File: config.mk
export PLATFORM = sky130hd
export DESIGN_NAME = pipe_stage_chain
export DESIGN_NICKNAME = d
export VERILOG_FILES = /design/src/rtl/pipe_stage_chain.sv
export SDC_FILE = /design/constraint.sdc
export NUM_CORES = 1
export LEC_CHECK = 0
export BUFFER_PORTS_ARGS = -buffer_cell sky130_fd_sc_hd__buf_2
export CORE_MARGIN = 2
export CORE_UTILIZATION = 30
export DETAILED_ROUTE_END_ITERATION = 10
export PLACE_DENSITY = 0.65
export SYNTH_ARGS = -nofsm -noshare
export SYNTH_HDL_FRONTEND = slang
export SYNTH_SLANG_ARGS = --single-unit
File: constraint.sdc
create_clock -name clk -period 3.86 [get_ports clk]
set_input_delay 0.386 -clock clk [delete_from_list [all_inputs] [get_ports clk]]
set_output_delay 0.386 -clock clk [all_outputs]
set_load 0.02 [all_outputs]
File: src/rtl/pipe_stage_chain.sv
// ---------------------------------------------------------------------------
// pipe_stage_chain
//
// Elastic chain of DEPTH pipeline registers, each WIDTH bits wide and each
// carrying a valid bit. It replaces the fixed IF/ID, ID/EX, EX/MEM and MEM/WB
// registers. Stage 0 is the youngest stage and stage DEPTH-1 is the oldest.
// The chain supports per-stage stall (hazard hold), per-stage flush
// (branch/interrupt kill), bubble collapsing, and a valid/ready handshake at
// each end.
//
// Ports
//   clk           clock; all state changes on the rising edge
//   rst           synchronous, active-high reset; clears every valid bit,
//                 every payload and the perf state
//   in_valid      upstream offers in_data
//   in_data       payload entering stage 0
//   in_ready      stage 0 accepts this cycle
//   stall_req     bit k: stage k holds its contents and accepts nothing
//   flush_req     bit k: kill stages 0..k at the next edge
//   out_valid     valid bit of stage DEPTH-1
//   out_data      payload of stage DEPTH-1
//   out_ready     downstream consumes out_data
//   stage_valid   valid bit of every stage
//   stage_data    all payloads; stage k at [k*WIDTH +: WIDTH]
//   occupancy     registered count of valid stages (perf build only)
//   stall_cycles  saturating count of cycles in which a live entry could not
//                 advance (perf build only)
//
// Build option
//   PIPE_STAGE_PERF_EN : when defined, builds the occupancy and stall_cycles
//                        counters. When undefined, both outputs are tied to 0.
// ---------------------------------------------------------------------------
module pipe_stage_chain #(
    parameter int WIDTH = 64,
    parameter int DEPTH = 4,
    parameter int CNT_W = 32
) (
    input  logic                       clk,
    input  logic                       rst,
    input  logic                       in_valid,
    input  logic [WIDTH-1:0]           in_data,
    output logic                       in_ready,
    input  logic [DEPTH-1:0]           stall_req,
    input  logic [DEPTH-1:0]           flush_req,
    output logic                       out_valid,
    output logic [WIDTH-1:0]           out_data,
    input  logic                       out_ready,
    output logic [DEPTH-1:0]           stage_valid,
    output logic [DEPTH*WIDTH-1:0]     stage_data,
    output logic [$clog2(DEPTH+1)-1:0] occupancy,
    output logic [CNT_W-1:0]           stall_cycles
);

    localparam int OCC_W = $clog2(DEPTH+1);

    // Registered stage state
    logic [DEPTH-1:0] v_q;
    logic [WIDTH-1:0] d_q   [DEPTH];

    // Next-state values
    logic [DEPTH-1:0] v_nxt;
    logic [WIDTH-1:0] d_nxt [DEPTH];

    // Per-stage handshake terms
    logic [DEPTH-1:0] adv;   // stage k hands its entry downstream this cycle
    logic [DEPTH-1:0] acc;   // stage k can take a new entry this cycle
    logic [DEPTH-1:0] kill;  // stage k is cleared at the next edge

    // Walk from the oldest stage to the youngest. Scalar temporaries carry
    // the downstream accept and the cumulative flush, so the block never
    // reads back its own vector outputs.
    always_comb begin : handshake
        logic down_acc;
        logic kill_acc;
        logic adv_k;
        down_acc = out_ready;
        kill_acc = 1'b0;
        adv_k    = 1'b0;
        adv      = '0;
        acc      = '0;
        kill     = '0;
        for (int unsigned i = 0; i < DEPTH; i++) begin
            kill_acc             = kill_acc | flush_req[DEPTH-1-i];
            kill[DEPTH-1-i]      = kill_acc;
            adv_k                = v_q[DEPTH-1-i] & ~stall_req[DEPTH-1-i] & down_acc;
            adv[DEPTH-1-i]       = adv_k;
            down_acc             = ~stall_req[DEPTH-1-i] & (~v_q[DEPTH-1-i] | adv_k);
            acc[DEPTH-1-i]       = down_acc;
        end
    end

    assign in_ready = acc[0] & ~kill[0];

    always_comb begin : next_state
        v_nxt = v_q;
        for (int unsigned i = 0; i < DEPTH; i++) begin
            d_nxt[i] = d_q[i];
        end

        // Stage 0 loads from the upstream port. Without an offer, the stage
        // becomes empty but keeps its old payload.
        if (kill[0]) begin
            v_nxt[0] = 1'b0;
            d_nxt[0] = '0;
        end else if (acc[0]) begin
            v_nxt[0] = in_valid;
            if (in_valid) begin
                d_nxt[0] = in_data;
            end
        end

        // Later stages load from their upstream neighbour. A neighbour that
        // is empty or killed passes on a zeroed bubble, never its payload.
        for (int unsigned i = 1; i < DEPTH; i++) begin
            if (kill[i]) begin
                v_nxt[i] = 1'b0;
                d_nxt[i] = '0;
            end else if (acc[i]) begin
                if (adv[i-1] & ~kill[i-1]) begin
                    v_nxt[i] = 1'b1;
                    d_nxt[i] = d_q[i-1];
                end else begin
                    v_nxt[i] = 1'b0;
                    d_nxt[i] = '0;
                end
            end
        end
    end

    always_ff @(posedge clk) begin
        if (rst) begin
            v_q <= '0;
            for (int unsigned i = 0; i < DEPTH; i++) begin
                d_q[i] <= '0;
            end
        end else begin
            v_q <= v_nxt;
            for (int unsigned i = 0; i < DEPTH; i++) begin
                d_q[i] <= d_nxt[i];
            end
        end
    end

    assign out_valid   = v_q[DEPTH-1];
    assign out_data    = d_q[DEPTH-1];
    assign stage_valid = v_q;

    always_comb begin : pack_data
        stage_data = '0;
        for (int unsigned i = 0; i < DEPTH; i++) begin
            stage_data[i*WIDTH +: WIDTH] = d_q[i];
        end
    end

`ifdef PIPE_STAGE_PERF_EN
    logic [OCC_W-1:0] occ_q;
    logic [OCC_W-1:0] occ_nxt;
    logic [CNT_W-1:0] stall_q;
    logic             stalled;

    // A live entry that cannot move on and is not being flushed counts as
    // one stalled cycle, however many stages are stuck.
    always_comb begin : perf_terms
        occ_nxt = '0;
        stalled = 1'b0;
        for (int unsigned i = 0; i < DEPTH; i++) begin
            occ_nxt = occ_nxt + OCC_W'(v_nxt[i]);
            stalled = stalled | (v_q[i] & ~adv[i] & ~kill[i]);
        end
    end

    always_ff @(posedge clk) begin
        if (rst) begin
            occ_q   <= '0;
            stall_q <= '0;
        end else begin
            occ_q <= occ_nxt;
            if (stalled && (stall_q != '1)) begin
                stall_q <= stall_q + CNT_W'(1);
            end
        end
    end

    assign occupancy    = occ_q;
    assign stall_cycles = stall_q;
`else
    // The oldest stage's advance term only feeds the perf counter.
    logic perf_unused;
    assign perf_unused  = adv[DEPTH-1];
    assign occupancy    = '0;
    assign stall_cycles = '0;
`endif

endmodule

# [Yosys cells after proc, flatten, opt, wreduce, memory -nomap -nowiden]
# Memory sizes are Yosys's and may differ from the RTL's.
# Index checks and enable logic that the tools add are counted.
[word_totals] latchBits=0 rom_bits=0 reg_bits=4 ramBits=256 inputBits=76 mem_count=1 output_inout_bits=361
[op_classes] mux=22 shifts=0 n_div=0 n_eq_ne=0 n_addsub=0 magnitude_cmp=0 multipliers=0 reduce_logical=4 bitwise=38
[mem_list] name="d_q" words=4 width=64 rd=4 rd_clocked_by_memory_dff=0 write_ports=4 line_no="58" text="logic [WIDTH-1:0] d_q [DEPTH];"
[op_table] op="$mux 64" n=16
[op_table] op="$and 1x1->1" n=16
[op_table] op="$not 1->1" n=11
[op_table] op="$or 1x1->1" n=11
[op_table] op="$reduce_or 2->1" n=4
[op_table] op="$mux 1" n=6

# [Logic depth before layout (Yosys ltp)]
[depth] ltp_word=17 ltp_mapped=7

# [Least setup slack after synthesis]
# Ideal clock, no wire load.
[synth_timing] path_kind="flip-flop to output port" start="register v_q[1] (netlist: stage_valid[1])" end="output in_ready" arrival_ns=1.833 n_path_buf=2 setup_slack_ns=1.641 required_ns=3.474 stages_incl_launch_ff=6 cell_sequence="dfxtp_1 -> a21o_1 -> and2_1 -> buf_2 -> buf_1 -> nor4_1"
[synth_between] elab_chain_cells=8 word_cells_on_any_way=9 classes_between="9 x bitwise"
[synth_lines] item="start, declared" line_no="57" text="logic [DEPTH-1:0] v_q;"
[synth_lines] item="start signal, assigned" line_no="137" text="v_q <= v_nxt;"
[synth_lines] item="$and 1x1->1 (2 in a row)" line_no="85" text="adv_k = v_q[DEPTH-1-i] & ~stall_req[DEPTH-1-i] & down_acc;"
[synth_lines] item="$or 1x1->1 *" line_no="87" text="down_acc = ~stall_req[DEPTH-1-i] & (~v_q[DEPTH-1-i] | adv_k);"
[synth_lines] item="$and 1x1->1 *" line_no="87"
[synth_lines] item="$and 1x1->1 *" line_no="85"
[synth_lines] item="$or 1x1->1 *" line_no="87"
[synth_lines] item="$and 1x1->1 *" line_no="87"
[synth_lines] item="$and 1x1->1 *" line_no="92" text="assign in_ready = acc[0] & ~kill[0];"
[synth_lines] item="end, declared" line_no="42" text="output logic in_ready,"
# Every way passes the cells marked *; elsewhere a longest branch is shown, timed or not.

# [Worst setup path in the final report]
[layout_timing] start="register v_q[3] (netlist: stage_valid[3])" end="output in_ready"
[layout_between] elab_chain_cells=14 word_cells_on_any_way=15 classes_between="15 x bitwise"
[layout_lines] item="$and 1x1->1 (2 in a row)" line_no="85"
[layout_lines] item="$or 1x1->1 *" line_no="87"
[layout_lines] item="$and 1x1->1 *" line_no="87"
[layout_lines] item="$and 1x1->1 *" line_no="85"
[layout_lines] item="$or 1x1->1 *" line_no="87"
[layout_lines] item="$and 1x1->1 *" line_no="87"
[layout_lines] item="$and 1x1->1 *" line_no="85"
[layout_lines] item="$or 1x1->1 *" line_no="87"
[layout_lines] item="$and 1x1->1 *" line_no="87"
[layout_lines] item="$and 1x1->1 *" line_no="85"
[layout_lines] item="$or 1x1->1 *" line_no="87"
[layout_lines] item="$and 1x1->1 *" line_no="87"
[layout_lines] item="$and 1x1->1 *" line_no="92"
# Marks and branches as above.

==> out/qor.log <==
qor: finish.finish.cell_count_without_fillers 1,977
qor: clock_network.cts.reportedPaths.clkPinSlew 0.06 ns
qor: yosys.postSynthAreaPerCell 9.11 um^2
qor: job.max_cap_violations 0
qor: timing.fmax 372 MHz
qor: global_routing.grt_pass1_wl 57,900 um
qor: power_and_ir_drop.final_total_power 5.90 mW
qor: yosys.number_of_synthesized_flops_with_an_enable_pin 0
qor: detailed_routing.drtPass1Iterations 5
qor: yosys.yosysUniqueCellTypes 35
qor: setup_path.r2r_start stage_valid[3]$_SDFFE_PP0N_
qor: setup_path.crit_buf_inv 1
qor: hold_path.holdCritPathClass in -> reg
qor: timing.fin_worst_skew 0.0142 ns
qor: hold_path.min-delay-start in_data[6]
qor: place.post-dp-hpwl 25,600 um
qor: setup_path.critical_path_cell_by_cell nor2b_1 > o21a_4 > nor4_1 > buf_2
qor: timing.final_period_minus_worst_setup_slack 2.69 ns
qor: setup_path.worst_ep_required_time 3.47 ns
qor: floorplanning.die_area 39,000 um^2
qor: floorplanning.core.rowCount 70
qor: clock_network.clock_tree.buffer_depth 3
qor: floorplanning.core_area 36,800 um^2
qor: global_routing.grt_antenna_before_repair 6
qor: power_and_ir_drop.power_per_cell_area 425 nW/um^2
qor: timing.final_max_tran_viols 0
qor: global_routing.grt_pass1_vias 9,587
qor: setup_path.critical_path.startpoint_type flop
qor: power_and_ir_drop.power_leakage 5.89 nW
qor: yosys.synth_warnings 0
qor: power_and_ir_drop.ir_drop 0.273 mV
qor: clock_network.postCtsHoldBufs 0
qor: timing.grt_setup_unrepaired false
qor: global_routing.grt.total_usage 19.1%
qor: timing.timing.final.crit_share 69.7%
qor: global_routing.pin_count_of_the_biggest_net_entering_global_routing 77
qor: timing.report.final.hold_viol_count 0
qor: setup_path.critical_path.reg2reg.endpoint d_q[0][58]$_SDFFE_PP0P_
qor: yosys.mappedNetlistArea 11,200 um^2
qor: timing.setup_tns_final 0 ns
qor: clock_network.cts_root_buffer clkbuf_16
qor: timing.setup_ws 1.17 ns
qor: setup_path.critical_path.top_delay_family simple AND/OR/NAND/NOR gates
qor: finish.areaGrowthSynthToFinish 23.7%
qor: place.io_buffers 401
qor: place.place_ws 1.27 ns
qor: finish.layout_common_cells 400 x buf_2, 260 x dfxtp_1, 128 x nand2_1, 66 x a21oi_1, 66 x nor2_1
qor: setup_path.reg2reg_slack 1.38 ns
qor: timing.setup-violations-final 0
qor: timing.tightestPinTransition 1.11 ns
qor: detailed_routing.detail_route.iter0.violations 456
qor: yosys.seq_area_frac_synth 46.3%
qor: clock_network.postCtsSetupBuffers 0
qor: yosys.synth-main-ff-cell dfxtp_1
qor: setup_path.crit_arrival 2.31 ns
qor: setup_path.cpMaxStageDelayCell nor2b_1
qor: timing.worst_slew_margin_rel 26.2%
qor: global_routing.globalRoute.totalOverflow 0
qor: clock_network.cts.sinks 260
qor: clock_network.cts-htree-levels 1
qor: finish.final_common_cell buf_2
qor: clock_network.clock_latency 0.56 ns
qor: detailed_routing.total_vias_in_the_final_route 10,266
qor: floorplanning.initial_utilization 30.5%
qor: setup_path.slowest_delay 0.65 ns
qor: run_status.outcome finished clean
qor: detailed_routing.wl 39,700 um
qor: clock_network.cts_made_buffers 30
qor: yosys.synth-async-reset-ratio 0%
qor: floorplanning.io_pins 437
qor: place.dp_cells 1,924
qor: yosys.syn_inst 1,234
qor: setup_path.crit_path_end_kind primary output
qor: setup_path.worst-path-max-fanout 28
qor: detailed_routing.post-route-drc-count 0
qor: floorplanning.die_h 198 um
qor: hold_path.end_point_of_the_most_critical_hold_path d_q[0][6]$_SDFFE_PP0P_
qor: clock_network.cts_repair_resize_count 0
qor: setup_path.worstSetupPathType reg -> out
qor: finish.post_route_cells_drive_above_1_share 32.3%
qor: detailed_routing.routed_via_density 5.19
qor: detailed_routing.route.antenna.remaining_nets 0
qor: clock_network.cts_tree built
qor: setup_path.reg2reg_depth 5
qor: yosys.synth_seq_cells 260
qor: detailed_routing.wire_per_inst 20.1 um
qor: place.rd_place_congestion 0.785
qor: floorplanning.die_width 198 um
qor: finish.nNetsFinal 1,564
qor: timing.final.hold.worst_slack 0.0844 ns
qor: hold_path.min_delay_path_depth 3
## synth_stat cells (2+ instances only)
master | number | area share [%]
or3_1 | 2 | 0.11
a21boi_0 | 64 | 4.3
a22oi_1 | 64 | 4.3
buf_2 | 18 | 0.80
mux2i_1 | 64 | 5.7
nor2_1 | 68 | 2.3
buf_1 | 6 | 0.20
clkbuf_1 | 94 | 3.1
o31a_1 | 2 | 0.16
o21ai_0 | 65 | 2.9
nor2b_1 | 2 | 0.11
nor3_4 | 2 | 0.29
nand2_1 | 129 | 4.3
nand2b_1 | 3 | 0.17
a21o_1 | 2 | 0.13
nand4_1 | 64 | 3.6
nand4b_1 | 64 | 5.0
a21oi_1 | 66 | 2.9
buf_6 | 12 | 1.2
or2_2 | 3 | 0.17
o21a_1 | 4 | 0.27
o31ai_1 | 64 | 4.3
dfxtp_1 | 260 | 46
buf_4 | 100 | 6.7
nor3_1 | 2 | 0.089
## power breakdown
group / internal (mW) / switching [mW]
clock: 1.83 / 1.12
sequential: 2.69 / 0.00227
combinational: 0.0783 / 0.177
total: 4.60 / 1.30
## per-layer routing
layer  wire (um)  GRT usage (%)  vias up
li1            -              -     4821
met1       16100           22.9     4966
met2       19700           33.7      402
met3        2760           4.03       71
met4        1060           6.54        6
met5          42              0        -
## state kept, by name, indices dropped and copies added (netlist names)
signal / cells
stage_valid: 4
d_q: 256
## how the worst max path moves through the flow
stage | start | endpoint | slack [ns] | depth (start not counted)
after floorplan | stage_valid[1]$_SDFFE_PP0P_ | in_ready | 1.64 | 5
after global placement | out_ready | d_q[1][56]$_SDFFE_PP0P_ | 1.36 | 6
after detailed placement | flush_req[2] | d_q[0][43]$_SDFFE_PP0P_ | 1.27 | 5
after CTS | stage_valid[3]$_SDFFE_PP0N_ | in_ready | 1.14 | 4
after global routing | stage_valid[3]$_SDFFE_PP0N_ | in_ready | 1.01 | 4
final | stage_valid[3]$_SDFFE_PP0N_ | in_ready | 1.17 | 4
## tightest hold or removal path, stage by stage
cell and delay [ns]:
buf_2 0.09, nand4_1 0.05, a21boi_0 0.06
## layout make-up
class / instances / area (um^2)
Clock buffer: 43 / 921
Timing Repair Buffer: 418 / 2170
Sequential cell: 260 / 5200
Multi-Input combinational cell: 777 / 4890
Inverter: 1 / 3.75
Tap cell: 468 / 586
Clock inverter: 8 / 118
Fill cell: 3771 / 22900
Antenna cell: 2 / 5.00
## logic make-up after synthesis
| kind of cell | count (synthesis) | share of synthesized area (%) |
|---|---|---|
| buffers and inverters | 231 | 12.1 |
| muxes | 64 | 5.70 |
| other | 1 | 0.0334 |
| and+or+nand+nor | 345 | 16.5 |
| DFF | 260 | 46.3 |
| AOI/OAI and AO/OA | 333 | 19.3 |
## through the flow
step | cell area [um^2] | util, %
floorplan | 11400 | -
global placement | 12900 | 34.9
detailed placement | 12900 | 34.9
CTS | 13900 | 37.8
global route | 13900 | 37.8
finish | 13900 | 37.8
No activity file was read; power rests on OpenSTA's default activity.
